**config.mk**
```make
export PLATFORM = sky130hd
export DESIGN_NAME = ar_pixel_manager
export DESIGN_NICKNAME = d
export VERILOG_FILES = /design/src/rtl/ar_pixel_pkg.sv /design/src/rtl/ar_point_matcher.sv /design/src/rtl/ar_pixel_manager.sv
export SDC_FILE = /design/constraint.sdc
export NUM_CORES = 1
export LEC_CHECK = 0
export BUFFER_PORTS_ARGS = -buffer_cell sky130_fd_sc_hd__buf_2
export CAP_MARGIN = 20
export CORE_ASPECT_RATIO = 0.8
export CORE_MARGIN = 2
export CORE_UTILIZATION = 35
export CTS_CLUSTER_SIZE = 30
export DETAILED_ROUTE_END_ITERATION = 10
export PLACE_DENSITY_LB_ADDON = 0.2
export SYNTH_ARGS = -nofsm -noshare
export SYNTH_HDL_FRONTEND = slang
export SYNTH_HIERARCHICAL = 1
export SYNTH_SLANG_ARGS = --single-unit
```
**constraint.sdc**
```tcl
create_clock -name clk_in -period 5.9 [get_ports clk_in]
set_input_delay 0.59 -clock clk_in [delete_from_list [all_inputs] [get_ports clk_in]]
set_output_delay 0.59 -clock clk_in [all_outputs]
set_load 0.1 [all_outputs]
```
**src/rtl/ar_pixel_pkg.sv**
```systemverilog
// Shared types and helpers for the AR overlay point generator.
package ar_pixel_pkg;

  localparam int HCOUNT_W = 11;
  localparam int VCOUNT_W = 10;

  typedef struct packed {
    logic [HCOUNT_W-1:0] x;
    logic [VCOUNT_W-1:0] y;
  } point_t;

  // Sums are one bit wider than the coordinates, so the halving never overflows.
  function automatic point_t midpoint(point_t a, point_t b);
    point_t            res;
    logic [HCOUNT_W:0] sx;
    logic [VCOUNT_W:0] sy;
    sx    = {1'b0, a.x} + {1'b0, b.x};
    sy    = {1'b0, a.y} + {1'b0, b.y};
    res.x = sx[HCOUNT_W:1];
    res.y = sy[VCOUNT_W:1];
    return res;
  endfunction

endpackage

```
**src/rtl/ar_point_matcher.sv**
```systemverilog
// Combinational hit test of the scan position against one virtual point.
// AR_PIXEL_BOX_EN widens the hit from an exact match to a 3x3 box.
module ar_point_matcher
  import ar_pixel_pkg::*;
(
  input  point_t              point,
  input  logic [HCOUNT_W-1:0] hcount,
  input  logic [VCOUNT_W-1:0] vcount,
  output logic                hit
);

`ifdef AR_PIXEL_BOX_EN
  logic [HCOUNT_W-1:0] dx;
  logic [VCOUNT_W-1:0] dy;

  // Absolute distance on unsigned values, so the box clips at 0 instead of wrapping.
  always_comb begin
    dx  = (hcount >= point.x) ? (hcount - point.x) : (point.x - hcount);
    dy  = (vcount >= point.y) ? (vcount - point.y) : (point.y - vcount);
    hit = (dx <= HCOUNT_W'(1)) && (dy <= VCOUNT_W'(1));
  end
`else
  assign hit = (hcount == point.x) && (vcount == point.y);
`endif

endmodule

```
**src/rtl/ar_pixel_manager.sv**
```systemverilog
// Captures tracked points per frame, publishes tracked+midpoint virtual set at frame end,
// and renders a 1-cycle-latency pixel_out. Optional 3x3 box rendering via AR_PIXEL_BOX_EN.
module ar_pixel_manager
  import ar_pixel_pkg::*;
#(
  parameter int N_TRACKING_POINTS = 4,
  parameter int N_VIRTUAL_POINTS  = 8,
  parameter int FRAME_END_HCOUNT  = 320,
  parameter int FRAME_END_VCOUNT  = 640
) (
  input  logic                clk_in,
  input  logic                rst_in,
  input  logic [HCOUNT_W-1:0] hcount_in,
  input  logic [VCOUNT_W-1:0] vcount_in,
  input  logic                data_valid_in,
  input  logic [HCOUNT_W-1:0] x_in,
  input  logic [VCOUNT_W-1:0] y_in,
  output logic [HCOUNT_W-1:0] hcount_out,
  output logic [VCOUNT_W-1:0] vcount_out,
  output logic                pixel_out
);

  localparam int CNT_W = $clog2(N_TRACKING_POINTS + 1);

  if (N_VIRTUAL_POINTS != 2 * N_TRACKING_POINTS) begin : g_bad_virtual
    $error("ar_pixel_manager: N_VIRTUAL_POINTS must equal 2*N_TRACKING_POINTS");
  end
  if (N_TRACKING_POINTS < 2) begin : g_bad_tracking
    $error("ar_pixel_manager: N_TRACKING_POINTS must be at least 2");
  end

  logic [CNT_W-1:0]            count;
  logic                        published_valid;
  point_t                      slot      [N_TRACKING_POINTS];
  point_t                      virt      [N_VIRTUAL_POINTS];
  point_t                      next_virt [N_VIRTUAL_POINTS];
  logic [N_VIRTUAL_POINTS-1:0] hits;
  point_t                      in_pt;
  logic                        frame_end;
  logic                        set_full;

  assign in_pt     = '{x: x_in, y: y_in};
  assign frame_end = (hcount_in == HCOUNT_W'(FRAME_END_HCOUNT)) &&
                     (vcount_in == VCOUNT_W'(FRAME_END_VCOUNT));
  assign set_full  = (count == CNT_W'(N_TRACKING_POINTS));

  for (genvar i = 0; i < N_TRACKING_POINTS; i++) begin : g_virt
    assign next_virt[i]                     = slot[i];
    assign next_virt[N_TRACKING_POINTS + i] =
      midpoint(slot[i], slot[(i + 1) % N_TRACKING_POINTS]);
  end

  for (genvar k = 0; k < N_VIRTUAL_POINTS; k++) begin : g_match
    ar_point_matcher u_match (
      .point  (virt[k]),
      .hcount (hcount_in),
      .vcount (vcount_in),
      .hit    (hits[k])
    );
  end

  always_ff @(posedge clk_in or negedge rst_in) begin
    if (!rst_in) begin
      hcount_out      <= '0;
      vcount_out      <= '0;
      pixel_out       <= 1'b0;
      count           <= '0;
      published_valid <= 1'b0;
      for (int i = 0; i < N_TRACKING_POINTS; i++) slot[i] <= '0;
      for (int k = 0; k < N_VIRTUAL_POINTS; k++) virt[k] <= '0;
    end else begin
      hcount_out <= hcount_in;
      vcount_out <= vcount_in;
      pixel_out  <= published_valid && (|hits);

      if (frame_end) begin
        if (set_full) begin
          for (int k = 0; k < N_VIRTUAL_POINTS; k++) virt[k] <= next_virt[k];
          published_valid <= 1'b1;
        end
        // A sample on the frame-end cycle opens the next frame rather than closing this one.
        if (data_valid_in) begin
          slot[0] <= in_pt;
          count   <= CNT_W'(1);
        end else begin
          count <= '0;
        end
      end else if (data_valid_in && !set_full) begin
        for (int i = 0; i < N_TRACKING_POINTS; i++)
          if (count == CNT_W'(i)) slot[i] <= in_pt;
        count <= count + CNT_W'(1);
      end
    end
  end

endmodule

```
# After elaboration in Yosys (flattened, before gate mapping)
# Index checks and enable logic that the tools add are counted.
# totals
register_bits	278
output_inout_bits	22
elab_cells	93
# classes
addsub	9
n_eq_ne	23
muxes	10
bitwise_logic	1
reduce_logical	21
# op_table
op	n
$mux 21	6
$eq 11x11->1	8
$mux 84	1
$eq 10x10->1	8
$add 11x11->12	4
$add 10x10->11	4
$reduce_and 3->1	4
$eq 11x9->1 const B	1
$logic_and 1x1->1	11
$eq 10x10->1 const B	1
$reduce_or 8->1	1
$eq 3x2->1 const B	2
$mux 3	2
$reduce_bool 2->1	2
$add 3x1->3 const B	1
$eq 3x1->1 const B	1
$eq 3x3->1 const B	1
$logic_not 3->1	1
$ne 2x2->1 const B	1
$reduce_and 2->1	1
$logic_not 1->1	1
$mux 1	1
$not 1->1	1

# Depth between registers and ports, before layout
# logic_depth
word_depth	5
depth_mapped	9
mapped_depth_nobuf	8

# Cells and area by module
# The synthesis kept the hierarchy.
# modules_own_cells
mod	n_inst	cells_per_inst	area_each_um2
ar_pixel_manager	1	1318	13238.9
ar_point_matcher	8	28	232.7

# Least setup slack after synthesis
# Ideal clock, no wire load.
# synth_path
path_kind	input-to-reg
from	input port hcount_in[4]
to	register, netlist name virt[83]
arrival_time_ps	2151
slack_ps	3616
path_stages	8
cell_sequence	nor4b_1 nand2_1 or4_4 buf_6 buf_6 or3_1 o21ai_1 nor2_1
# synth_via
elab_chain_len	3
# synth_lines
element	line	source
from (decl)	ar_pixel_manager.sv:13	input logic [HCOUNT_W-1:0] hcount_in,
$eq 11x9->1	ar_pixel_manager.sv:43	assign frame_end = (hcount_in == HCOUNT_W'(FRAME_END_HCOUNT)) &&
$logic_and 1x1->1	ar_pixel_manager.sv:43	
$reduce_and 2->1 (no source line)	--	
# Every way passes these cells.
# A chain may end at the register's enable or synchronous reset.

# Final worst setup path
# layout_path
from	register count[0]
to	register, netlist name virt[83]
# layout_via
elab_chain_len	2
# layout_lines
element	line	source
from (decl)	ar_pixel_manager.sv:32	logic [CNT_W-1:0] count;
from (signal assigned)	ar_pixel_manager.sv:91	count <= count + CNT_W'(1);
$eq 3x3->1	ar_pixel_manager.sv:45	assign set_full = (count == CNT_W'(N_TRACKING_POINTS));
$reduce_and 2->1 (no source line)	--	
# Every way passes these cells.

==> results.py <==
metrics = {
    "final_layout": {
        "num-nets-final": 1740,
        "syn2layout_area_growth_pct": 14.0,
        "layout-drive-gt1-share": 0.131,
        "final_core_util": 0.401,
        "finalNonFillerCells": 2190,
        "diodes": 0,
        "final_cell_area_um2": 17200,
    },
    "sta": {
        "hold_viol": 0,
        "setup_ws_ps": 2700,
        "fmax_mhz": 312,
        "finalSetupViolations": 0,
        "hold_ws_ps": 209,
        "finalCritPeriodShare": 0.543,
        "min_period_ps": 3200,
        "tns_ps": 0,
        "clock_skew_ps": 16.3,
        "worst_slew_margin_rel": 0.340,
        "rsz0062_at_grt": "false",
        "slew_viol_final": 0,
        "worstMarginPinSlew_ps": 983,
    },
    "drt": {
        "firstDrtPassIters": 5,
        "num_vias": 11500,
        "viasPerCell": 5.23,
        "drtIter0Drc": 1049,
        "antenna_left": 0,
        "drcViolationCount": 0,
        "drt_wl_total_um": 49000,
        "wl_per_cell_um": 22.4,
    },
    "cts": {
        "clk_path_buf_depth": 3,
        "hold_buffers": 0,
        "clk_latency_ps": 520,
        "cts_resized": 0,
        "cts-root-buf": "clkbuf_16",
        "postCtsSetupBuffers": 0,
        "cts_tree": "done",
        "clock_sinks": 278,
        "cts_buffers": 35,
        "h-tree-depth": 2,
        "clk_pin_slew_ps": 50,
    },
    "synth": {
        "synth.yosys.seq_area_share": 0.461,
        "synth.distinct_cells": 50,
        "netlist.area_leader.share": 0.461,
        "yosysMostFrequentCell": "nand2_1",
        "synthesis.nets": 1676,
        "synthCells": 1542,
        "synthTopCellsByCount": "408 x nand2_1, 278 x dfrtp_1, 169 x xor2_1, 124 x o21ai_0, 81 x ha_1",
        "yosys-top-cells-area": "dfrtp_1 46%, nand2_1 10%, xor2_1 9.8%",
        "synth-edff-count": 0,
        "avgSynthCellArea_um2": 9.79,
        "synth-seq-cells": 278,
        "synth_area_leader_cell": "dfrtp_1",
        "netlist_area_um2": 15100,
        "synth-async-reset-ratio": 1.00,
        "ys.warnings.count": 6,
        "ys.flop_type": "dfrtp_1",
    },
    "grt": {
        "grtUsageMet2": 0.316,
        "met1_usage": 0.334,
        "overflow": 0,
        "antenna_found_initial": 0,
        "grt_util_met3": 0.0525,
        "grt_max_degree": 167,
        "grtUsageTotal": 0.219,
        "grt.busiest_layer": "met1",
        "grt_pass1_vias": 11100,
        "grt_pass1_wl_um": 72900,
    },
    "run": {
        "drv_cap": 0,
    },
    "placement": {
        "placed_area_um2": 16000,
        "dp_cells": 2128,
        "io_buffers": 66,
        "hpwl_um": 37100,
        "place_ws_ps": 2110,
        "routabilityCongestion": 0.936,
    },
    "pwr": {
        "vdd_drop_max_mv": 0.162,
        "p_switching_mw": 3.35,
        "p_seq_frac": 0.339,
        "power.density_nw_per_um2": 483,
        "leakagePower_nw": 8.46,
        "swShare": 0.402,
        "power_mw": 8.32,
        "p_clk_frac": 0.262,
        "comb_power_share": 0.399,
        "p_int_mw": 4.97,
    },
    "setup_path": {
        "critical_path_class": "reg2reg",
        "r2r-start": "count[0]",
        "cp_cell_sequence": "inv_1, ha_1, nand2_1, or4_4, buf_12, or3_1, o21ai_1, nor2_1",
        "reg2reg_slack_ps": 2700,
        "ff2ff_path_depth": 8,
        "cpMaxStageDelayCell": "or4_4",
        "required_ps": 6280,
        "max_stage_delay_ps": 920,
        "setup.worst_path.end_class": "register",
        "path_buf_inv": 2,
        "crit_fanout": 166,
        "r2r_end": "virt[83]",
        "worst_setup_path_start_kind": "register",
        "crit_family": "simple AND/OR/NAND/NOR gates",
        "arrival_ps": 3590,
    },
    "floorplan": {
        "die_area_um2": 44800,
        "die-height_um": 190,
        "design.core.area_um2": 42900,
        "start_util": 0.352,
        "die_w_um": 236,
        "io_pins": 67,
        "num_rows": 68,
    },
    "worst_hold_path": {
        "hold_path.class": "in2async",
    },
    "outcome": {
        "outcome": "complete, no violations",
    },
}
-- worst register-to-register path: cells and delay by family, from the launching register on --
| family | cells | cell delay (ps) |
|---|---|---|
| DFF | 1 | 440 |
| and+or+nand+nor | 4 | 1830 |
| AOI/OAI and AO/OA | 1 | 80 |
| adders and majority gates | 1 | 210 |
| buffers and inverters | 2 | 510 |
-- worst max-delay path by stage --
| stage | start | end | slack, ps | cells past startpoint |
|---|---|---|---|---|
| 6_report | count[0] | virt[83] | 2700 | 8 |
| 5_1_grt | count[0] | virt[83] | 2550 | 7 |
| 4_1_cts | vcount_in[2] | next_virt[138] | 2660 | 8 |
| 3_5_place_dp | vcount_in[2] | next_virt[138] | 2110 | 8 |
| 3_3_place_gp | vcount_in[2] | next_virt[137] | 2140 | 8 |
| 2_1_floorplan | hcount_in[4] | virt[83] | 3620 | 8 |
-- sequential cells by signal (all words and copies together), names as in the netlist --
signal / flops
virt: 168
vcount_out: 10
hcount_out: 11
pixel_out: 1
next_virt: 84
published_valid: 1
count: 3
-- layer usage --
| layer | part of all wire | vias up |
|---|---|---|
| met5 | 0 | - |
| met2 | 0.41 | 349 |
| met3 | 0.074 | 54 |
| met1 | 0.50 | 5637 |
| met4 | 0.016 | 0 |
| li1 | - | 5422 |
-- kinds of logic (layout without fill, tap and decap cells) --
family                     count (synthesis)  in the layout  share of synthesized area
adders and majority gates                 89             89                     0.0777
muxes                                     65             65                     0.0485
buffers and inverters                     62            150                     0.0182
and+or+nand+nor                          581            581                      0.171
DFF                                      278            278                      0.461
AOI/OAI and AO/OA                        236            236                     0.0897
xor gates and xnor gates                 231            231                      0.134
-- layout make-up --
type	count	area (um2)
clock buffers	51	1070
clock inverters	10	106
fillers	4260	25700
inverters	11	41.3
multi-input cells	1202	7890
flip-flops and latches	278	6960
well taps	560	701
repair buffers	78	455
-- cells in the final DEF, fill, tap and decap left out, types with 8 or more instances in the layout --
cell type,n
buf_2,65
fa_1,8
inv_1,11
clkbuf_16,37
buf_4,9
a21oi_1,45
clkbuf_8,9
xnor2_1,62
xor2_1,169
nand2_1,408
ha_1,81
nand3_1,12
a31oi_1,9
nand4_1,28
mux2_2,65
nor3_1,25
nor4_2,9
dfrtp_1,278
o21ai_0,124
nand2b_1,8
a21o_1,15
or3_1,18
nor2_1,23
nor4_1,28
-- power groups by stage --
stage	clock network (mW)	logic, mW	registers [mW]
global route	2.30	3.69	2.85
floorplan	0	2.43	2.55
global placement	0	3.23	2.83
CTS	2.22	3.31	2.79
finish	2.18	3.32	2.82
detailed placement	0	3.29	2.83
No activity file was read; power rests on OpenSTA's default activity.
